## config.mk

```make
export PLATFORM = sky130hd
export DESIGN_NAME = axil_prio_intc_flat
export DESIGN_NICKNAME = d
export VERILOG_FILES = /design/src/rtl/axil_intc_pkg.sv /design/src/rtl/axil_prio_intc_if.sv /design/src/rtl/intc_prio_enc.sv /design/src/rtl/axil_prio_intc.sv /design/src/flat_wrapper.sv
export SDC_FILE = /design/constraint.sdc
export NUM_CORES = 1
export LEC_CHECK = 0
export BUFFER_PORTS_ARGS = -buffer_cell sky130_fd_sc_hd__buf_2
export CORE_MARGIN = 4
export CORE_UTILIZATION = 43
export DETAILED_ROUTE_END_ITERATION = 8
export HOLD_SLACK_MARGIN = 0.1
export PLACE_DENSITY_LB_ADDON = 0.08
export SLEW_MARGIN = 20
export SYNTH_ARGS = -nofsm -noshare
export SYNTH_HDL_FRONTEND = slang
export SYNTH_HIERARCHICAL = 1
export SYNTH_SLANG_ARGS = --single-unit
```

## constraint.sdc

```tcl
create_clock -name aclk -period 2.1 [get_ports aclk]
set_input_delay 0.105 -clock aclk [delete_from_list [all_inputs] [get_ports aclk]]
set_output_delay 0.105 -clock aclk [all_outputs]
set_load 0.01 [all_outputs]
```

## src/rtl/axil_intc_pkg.sv

```systemverilog
// Shared constants for the AXI-Lite priority interrupt controller:
// register word offsets, response codes, bus FSM states and small decode helpers.
package axil_intc_pkg;

  localparam logic [3:0] REG_ISR  = 4'h0;
  localparam logic [3:0] REG_IPR  = 4'h1;
  localparam logic [3:0] REG_IER  = 4'h2;
  localparam logic [3:0] REG_IAR  = 4'h3;
  localparam logic [3:0] REG_SIE  = 4'h4;
  localparam logic [3:0] REG_CIE  = 4'h5;
  localparam logic [3:0] REG_IVR  = 4'h6;
  localparam logic [3:0] REG_MER  = 4'h7;
  localparam logic [3:0] REG_MODE = 4'h8;
  localparam logic [3:0] REG_POL  = 4'h9;

  localparam logic [1:0] RESP_OKAY   = 2'b00;
  localparam logic [1:0] RESP_SLVERR = 2'b10;

  typedef enum logic [1:0] {IDLE, WRESP, RDATA} bus_state_t;

  // Word index past the last register (byte offset 0x28 and up) is an error.
  function automatic logic addr_err(input logic [29:0] word_idx);
    return word_idx > 30'd9;
  endfunction

  function automatic logic [31:0] strb_mask(input logic [3:0] strb);
    return {{8{strb[3]}}, {8{strb[2]}}, {8{strb[1]}}, {8{strb[0]}}};
  endfunction

endpackage

```

## src/rtl/axil_prio_intc_if.sv

```systemverilog
// AXI4-Lite bundle (32-bit address and data) with Master and Slave views.
interface AXI_LITE;
  logic [31:0] aw_addr;
  logic        aw_valid;
  logic        aw_ready;
  logic [31:0] w_data;
  logic [3:0]  w_strb;
  logic        w_valid;
  logic        w_ready;
  logic [1:0]  b_resp;
  logic        b_valid;
  logic        b_ready;
  logic [31:0] ar_addr;
  logic        ar_valid;
  logic        ar_ready;
  logic [31:0] r_data;
  logic [1:0]  r_resp;
  logic        r_valid;
  logic        r_ready;

  modport Master (
    output aw_addr, aw_valid, w_data, w_strb, w_valid, b_ready, ar_addr, ar_valid, r_ready,
    input  aw_ready, w_ready, b_resp, b_valid, ar_ready, r_data, r_resp, r_valid
  );

  modport Slave (
    input  aw_addr, aw_valid, w_data, w_strb, w_valid, b_ready, ar_addr, ar_valid, r_ready,
    output aw_ready, w_ready, b_resp, b_valid, ar_ready, r_data, r_resp, r_valid
  );
endinterface

```

## src/rtl/intc_prio_enc.sv

```systemverilog
// Priority encoder: lowest set request bit wins; idx is 0 when nothing is set.
// Purely combinational, no backpressure.
module intc_prio_enc #(
  parameter int N_IRQ = 8
) (
  input  logic [N_IRQ-1:0] req,
  output logic             vld,
  output logic [4:0]       idx
);

  always_comb begin
    vld = 1'b0;
    idx = '0;
    // Walk downwards so the last hit, the lowest index, is what remains.
    for (int i = N_IRQ - 1; i >= 0; i--) begin
      if (req[i]) begin
        vld = 1'b1;
        idx = 5'(i);
      end
    end
  end

endmodule

```

## src/rtl/axil_prio_intc.sv

```systemverilog
// AXI-Lite interrupt controller with level/edge sources, per-source polarity and lowest-index priority.
// ISR updates 1 cycle after irq_i, irq_o 2 cycles; one bus transaction per 2 cycles, B/R held until ready.
module axil_prio_intc
  import axil_intc_pkg::*;
#(
  parameter int          N_IRQ     = 8,
  parameter logic [31:0] EDGE_MASK = 32'hffff_fffe,
  parameter logic [31:0] POL_MASK  = 32'h0
) (
  input  logic             aclk,
  input  logic             aresetn,
  AXI_LITE.Slave           slv,
  input  logic [N_IRQ-1:0] irq_i,
  output logic             irq_o,
  output logic [4:0]       irq_id_o
);

  typedef logic [N_IRQ-1:0] vec_t;

  bus_state_t  state;
  vec_t        isr, ier, mode, pol, a_q;
  logic        me;
  vec_t        isr_nxt, ier_nxt, mode_nxt, pol_nxt;
  logic        me_nxt;
  vec_t        act, set_now, soft_set, ack_clr, wbm, wdat, pend;
  logic [31:0] wmask, wmd, rdata_mux;
  logic [3:0]  wsel;
  logic        wr_fire, rd_fire, wr_err, rd_err, enc_vld;
  logic [4:0]  enc_idx;
  logic        unused_ok;

  assign slv.aw_ready = (state == IDLE) && slv.aw_valid && slv.w_valid;
  assign slv.w_ready  = slv.aw_ready;
  assign slv.ar_ready = (state == IDLE) && !(slv.aw_valid && slv.w_valid) && slv.ar_valid;

  assign wr_fire = slv.aw_ready;
  assign rd_fire = slv.ar_ready;
  assign wr_err  = addr_err(slv.aw_addr[31:2]);
  assign rd_err  = addr_err(slv.ar_addr[31:2]);
  assign wsel    = slv.aw_addr[5:2];
  assign wmask   = strb_mask(slv.w_strb);
  assign wmd     = slv.w_data & wmask;
  assign wbm     = wmask[N_IRQ-1:0];
  assign wdat    = wmd[N_IRQ-1:0];

  assign act     = irq_i ^ pol;
  assign set_now = (act & ~mode) | (act & mode & ~a_q);
  assign pend    = isr & ier;

  assign unused_ok = ^{slv.aw_addr[1:0], slv.ar_addr[1:0], wmask, wmd};

  intc_prio_enc #(.N_IRQ(N_IRQ)) u_prio_enc (
    .req (pend),
    .vld (enc_vld),
    .idx (enc_idx)
  );

  always_comb begin
    soft_set = '0;
    ack_clr  = '0;
    ier_nxt  = ier;
    mode_nxt = mode;
    pol_nxt  = pol;
    me_nxt   = me;
    if (wr_fire && !wr_err) begin
      case (wsel)
        REG_ISR:  soft_set = wdat;
        REG_IER:  ier_nxt  = (ier & ~wbm) | wdat;
        REG_IAR:  ack_clr  = wdat;
        REG_SIE:  ier_nxt  = ier | wdat;
        REG_CIE:  ier_nxt  = ier & ~wdat;
        REG_MER:  if (slv.w_strb[0]) me_nxt = slv.w_data[0];
        REG_MODE: mode_nxt = (mode & ~wbm) | wdat;
        REG_POL:  pol_nxt  = (pol & ~wbm) | wdat;
        default:  ;
      endcase
    end
    // A fresh set outranks an acknowledge of the same bit.
    isr_nxt = (isr & ~ack_clr) | set_now | soft_set;
  end

  always_comb begin
    rdata_mux = '0;
    case (slv.ar_addr[5:2])
      REG_ISR:  rdata_mux[N_IRQ-1:0] = isr;
      REG_IPR:  rdata_mux[N_IRQ-1:0] = pend;
      REG_IER:  rdata_mux[N_IRQ-1:0] = ier;
      REG_IVR:  rdata_mux = enc_vld ? {27'd0, enc_idx} : 32'hffff_ffff;
      REG_MER:  rdata_mux[0] = me;
      REG_MODE: rdata_mux[N_IRQ-1:0] = mode;
      REG_POL:  rdata_mux[N_IRQ-1:0] = pol;
      default:  ;
    endcase
    if (rd_err) rdata_mux = '0;
  end

  always_ff @(posedge aclk or negedge aresetn) begin
    if (!aresetn) begin
      state       <= IDLE;
      slv.b_valid <= 1'b0;
      slv.b_resp  <= RESP_OKAY;
      slv.r_valid <= 1'b0;
      slv.r_data  <= '0;
      slv.r_resp  <= RESP_OKAY;
      isr         <= '0;
      ier         <= '0;
      me          <= 1'b0;
      mode        <= EDGE_MASK[N_IRQ-1:0];
      pol         <= POL_MASK[N_IRQ-1:0];
      a_q         <= '0;
      irq_o       <= 1'b0;
      irq_id_o    <= '0;
    end else begin
      isr      <= isr_nxt;
      ier      <= ier_nxt;
      me       <= me_nxt;
      mode     <= mode_nxt;
      pol      <= pol_nxt;
      // History is kept under the upcoming polarity so a POL write alone never looks like an edge.
      a_q      <= irq_i ^ pol_nxt;
      irq_o    <= me & (|pend);
      irq_id_o <= enc_idx;
      case (state)
        IDLE: begin
          if (wr_fire) begin
            state       <= WRESP;
            slv.b_valid <= 1'b1;
            slv.b_resp  <= wr_err ? RESP_SLVERR : RESP_OKAY;
          end else if (rd_fire) begin
            state       <= RDATA;
            slv.r_valid <= 1'b1;
            slv.r_data  <= rdata_mux;
            slv.r_resp  <= rd_err ? RESP_SLVERR : RESP_OKAY;
          end
        end
        WRESP: begin
          if (slv.b_ready) begin
            state       <= IDLE;
            slv.b_valid <= 1'b0;
          end
        end
        RDATA: begin
          if (slv.r_ready) begin
            state       <= IDLE;
            slv.r_valid <= 1'b0;
          end
        end
        default: state <= IDLE;
      endcase
    end
  end

endmodule

```

## src/flat_wrapper.sv

```systemverilog
// flat-port wrapper written by rule: the top's interface ports become plain ports
module axil_prio_intc_flat import axil_intc_pkg::*;
#(
  parameter int          N_IRQ     = 8,
  parameter logic [31:0] EDGE_MASK = 32'hffff_fffe,
  parameter logic [31:0] POL_MASK  = 32'h0
)
  (aclk, aresetn, irq_i, irq_o, irq_id_o, slv_aw_addr, slv_aw_valid, slv_w_data, slv_w_strb, slv_w_valid, slv_b_ready, slv_ar_addr, slv_ar_valid, slv_r_ready, slv_aw_ready, slv_w_ready, slv_b_resp, slv_b_valid, slv_ar_ready, slv_r_data, slv_r_resp, slv_r_valid);
  AXI_LITE slv_i ();
  input  logic aclk;
  input  logic aresetn;
  input  logic [N_IRQ-1:0] irq_i;
  output logic irq_o;
  output logic [4:0] irq_id_o;
  input wire logic [$bits(slv_i.aw_addr)-1:0] slv_aw_addr;
  input wire logic [$bits(slv_i.aw_valid)-1:0] slv_aw_valid;
  input wire logic [$bits(slv_i.w_data)-1:0] slv_w_data;
  input wire logic [$bits(slv_i.w_strb)-1:0] slv_w_strb;
  input wire logic [$bits(slv_i.w_valid)-1:0] slv_w_valid;
  input wire logic [$bits(slv_i.b_ready)-1:0] slv_b_ready;
  input wire logic [$bits(slv_i.ar_addr)-1:0] slv_ar_addr;
  input wire logic [$bits(slv_i.ar_valid)-1:0] slv_ar_valid;
  input wire logic [$bits(slv_i.r_ready)-1:0] slv_r_ready;
  output wire logic [$bits(slv_i.aw_ready)-1:0] slv_aw_ready;
  output wire logic [$bits(slv_i.w_ready)-1:0] slv_w_ready;
  output wire logic [$bits(slv_i.b_resp)-1:0] slv_b_resp;
  output wire logic [$bits(slv_i.b_valid)-1:0] slv_b_valid;
  output wire logic [$bits(slv_i.ar_ready)-1:0] slv_ar_ready;
  output wire logic [$bits(slv_i.r_data)-1:0] slv_r_data;
  output wire logic [$bits(slv_i.r_resp)-1:0] slv_r_resp;
  output wire logic [$bits(slv_i.r_valid)-1:0] slv_r_valid;
  assign slv_i.aw_addr = slv_aw_addr;
  assign slv_i.aw_valid = slv_aw_valid;
  assign slv_i.w_data = slv_w_data;
  assign slv_i.w_strb = slv_w_strb;
  assign slv_i.w_valid = slv_w_valid;
  assign slv_i.b_ready = slv_b_ready;
  assign slv_i.ar_addr = slv_ar_addr;
  assign slv_i.ar_valid = slv_ar_valid;
  assign slv_i.r_ready = slv_r_ready;
  assign slv_aw_ready = slv_i.aw_ready;
  assign slv_w_ready = slv_i.w_ready;
  assign slv_b_resp = slv_i.b_resp;
  assign slv_b_valid = slv_i.b_valid;
  assign slv_ar_ready = slv_i.ar_ready;
  assign slv_r_data = slv_i.r_data;
  assign slv_r_resp = slv_i.r_resp;
  assign slv_r_valid = slv_i.r_valid;
  axil_prio_intc #(.N_IRQ(N_IRQ), .EDGE_MASK(EDGE_MASK), .POL_MASK(POL_MASK)) u_core (.aclk(aclk), .aresetn(aresetn), .slv(slv_i), .irq_i(irq_i), .irq_o(irq_o), .irq_id_o(irq_id_o));
endmodule
```

==> metrics.yaml <==
drt:
  routed_wl_mm: 9.02
  drc: 0
  viasPerCell: 5.18
  wl_met2_mm: 4.20
  drt-pass1-iter-count: 4
  top_layer: "met4"
  vias: 3157
  drt-met1-wl_mm: 4.03
  wl_met3_um: 687
  wl_per_cell_um: 14.8
  postRouteAntennaNets: 0
  drt-initial-drc-count: 133
clocking:
  cts_tree: "yes"
  clkTransAtPathRegs_ns: 0.07
  cts_root_buffer: "clkbuf_8"
  cts.sinks: 62
  postCtsSetupBuffers: 0
  numCtsBuffers: 9
  clk_latency_ns: 0.33
  htree_levels: 3
  clock_path_buffers: 2
pwr:
  internal_power_mw: 1.83
  pwr-share-seq_pct: 49.2
  powerDensity_mw_per_mm2: 551
  p_leak_nw: 2.25
  comb_power_share_pct: 14.9
  netSwitchingFraction_pct: 27.6
  p_sw_mw: 0.698
  clockPowerShare_pct: 35.9
  irDropWorstVdd_v: 0.000326
yosys:
  async_flop_share_pct: 100
  synth_edf_count: 0
  syn_area_per_cell_um2: 9.65
  yosysUniqueCellTypes: 49
  yosysSeqAreaShare_pct: 43.9
  ys_warn_count: 6
  ys_ff_latch: 62
  ys.flop_type: "dfrtp_1"
  syn_inst: 368
  syn-cell-area_mm2: 0.00355
worst_setup_path:
  crit_fanout: 8
  cp_common_cell: "nand3_2"
  path_cells: "nor2_2 -> nand3_2 -> inv_2 -> nand3_2 -> or3_4 -> or4b_4 -> o211ai_1"
  path_class: "flop to flop"
  arrival_ns: 2.25
  max_stage_delay_ns: 0.60
  critPathSlowestCell: "or4b_4"
  end_kind: "flop"
  crit_required_ns: 2.34
  crit_path_start_kind: "flop"
floorplan:
  die_h_um: 98.9
  fp.coreArea_mm2: 0.00789
  die_area_mm2: 0.00978
  ios: 162
  dieWidth_um: 98.9
  rows: 32
  initial_core_util_pct: 45.0
min_path:
  hold_class: "input port to flop"
timing:
  rsz0062_at_grt: "yes"
  hold_viol: 0
  relSlewSlack_pct: 59.3
  final-max-slew-violation-count: 0
  period_minus_slack_ns: 2.01
  fmax_mhz: 498
  holdWs_ns: 0.172
  finalSetupViolations: 0
  min_period_over_period_pct: 95.6
  fin_ws_ns: 0.0918
  tightest_slew_ns: 0.605
  fin_skew_ns: 0.00898
place:
  hpwl_mm: 7.01
  port_buffers: 128
  post-place-ws_ns: -0.00847
  post-place-cells: 575
  place_congestion: 0.799
  dpl_cell_area_mm2: 0.00420
final_layout:
  fillers: 749
  fin_area_mm2: 0.00459
  nNetsFinal: 618
  finalNonFillerCells: 610
  final_util_pct: 58.2
  drive_above_1_share_pct: 39.6
  areaGrowthSynthToFinish_pct: 29.2
  multi_input_area_mm2: 0.00173
  ff_latch_area_mm2: 0.00156
  antenna_cells: 0
global_route:
  grt.total_usage_pct: 18.6
  grt_pass1_vias: 3081
  grt_antenna_before_repair: 0
  grt_max_degree: 39
  grt.overflow.total: 0
  grt_pass1_wl_mm: 14.9
run:
  max_cap_viol_count: 0
outcome:
  status: "complete, no violations"
==> power groups by stage <==
stage / Combinational [mW] / Clock [mW] / Sequential [mW]
after floorplan: 0.146 / 0 / 1.27
after global placement: 0.341 / 0 / 1.26
after detailed placement: 0.345 / 0 / 1.27
after CTS: 0.374 / 0.930 / 1.24
after global routing: 0.424 / 0.980 / 1.25
final: 0.378 / 0.908 / 1.24
==> logic make-up (layout without fill, tap and decap cells) <==
kind of cell	Yosys count	after routing	share of synthesized area (%)
other	2	4	0.211
and+or+nand+nor	126	126	20.3
AOI/OAI and AO/OA	87	87	15.3
xor gates and xnor gates	17	17	4.19
muxes	25	25	7.68
DFF	62	62	43.9
buffers and inverters	49	187	8.35
==> layer usage <==
metal / global-route usage [%] / vias to the layer above
met5: 0 / -
met4: 5.99 / 0
met3: 4.10 / 9
met2: 29.3 / 111
met1: 25.6 / 1465
li1: - / 1572
==> metrics by stage <==
step                      power (mW)  TNS, ns
after floorplan                 1.42        0
after global placement          1.60        0
after detailed placement        1.61  -0.0157
after CTS                       2.55        0
after global routing            2.65   -0.564
final                           2.53        0
==> Yosys cell counts, drive strengths merged, types with 3 or more instances <==
cell type,number,area [µm²]
buf,30,225
nor3,4,20.0
nand4,5,37.5
nor4,15,155
dfstp,7,184
nand3,11,55.1
dfrtp,55,1380
xor2,16,140
clkbuf,10,37.5
o21ai,41,205
mux2i,7,70.1
inv,9,33.8
nor2b,6,37.5
nand2,38,143
o211ai,12,90.1
nor2,17,63.8
a21oi,10,50.1
mux2,18,203
and2,10,62.6
a22o,7,61.3
or4b,3,33.8
nand2b,9,56.3
==> worst paths after layout <==
kind                                                   from                          endpoint  slack (ns)  cells after the start
setup / recovery                u_core/state[1]$_DFFE_PN0P_           u_core/isr[5]$_DFF_PN0_        0.09                      7
max in group asynchronous                           aresetn        asynchronous set/reset pin        1.13                      3
min in group asynchronous                           aresetn  u_core/slv.r_data[2]$_DFFE_PN0P_        0.30                      2
hold / removal                                  slv_w_valid    u_core/slv.b_valid$_DFFE_PN0P_        0.17                      4
hold reg to reg            u_core/slv.r_data[7]$_DFFE_PN0P_  u_core/slv.r_data[7]$_DFFE_PN0P_        0.48                      2
setup reg to reg                u_core/state[1]$_DFFE_PN0P_           u_core/isr[5]$_DFF_PN0_        0.09                      7
==> worst max-delay path, delay by kind of cell, from the launching register on <==
family / cells / cell delay, ns
flip-flops: 1 / 0.40
buffers and inverters: 1 / 0.08
AO/OA/AOI/OAI: 1 / 0.19
AND/OR/NAND/NOR: 5 / 1.26
==> placed cells by master, fill, tap and decap left out, types with 2 or more instances in the layout <==
master | netlist | routed
a21oi_1 | 10 | 10
a221oi_1 | 2 | 2
a22o_1 | 7 | 7
and2_1 | 10 | 10
buf_12 | 0 | 2
buf_2 | 0 | 128
buf_4 | 28 | 13
clkbuf_1 | 10 | 2
clkbuf_8 | 0 | 9
clkinv_2 | 0 | 2
clkinv_4 | 0 | 3
conb_1 | 2 | 4
dfrtp_1 | 55 | 55
dfstp_2 | 7 | 7
dlygate4sd3_1 | 0 | 19
inv_1 | 9 | 8
mux2_2 | 18 | 18
mux2i_1 | 7 | 7
nand2_1 | 38 | 38
nand2b_1 | 9 | 9
nand3_1 | 11 | 9
nand3_2 | 0 | 2
nand4_1 | 4 | 4
nor2_1 | 17 | 16
nor2b_1 | 6 | 6
nor3_1 | 4 | 4
nor3b_1 | 2 | 2
nor4_1 | 8 | 8
nor4_2 | 5 | 5
nor4_4 | 2 | 2
o211ai_1 | 12 | 12
o21a_1 | 2 | 2
o21ai_0 | 41 | 41
o221ai_1 | 2 | 2
o22ai_1 | 2 | 2
or4b_4 | 1 | 3
xor2_1 | 16 | 16
==> final cells by class <==
class,instances,area share (%)
inverters,9,0.736
clock inverters,5,0.791
repair buffers,162,21.1
clock buffers,11,2.86
well taps,102,2.78
flip-flops and latches,62,34.0
multi-input cells,259,37.7
==> what timing repair did <==
action,4_1_cts,5_1_grt
endpoints found under the setup margin,8,33
hold buffers,19,0
pin swaps,1,9
gates resized for setup,1,7
endpoints found under the hold margin,56,0
Note: power is estimated with default switching activity, not from simulation.
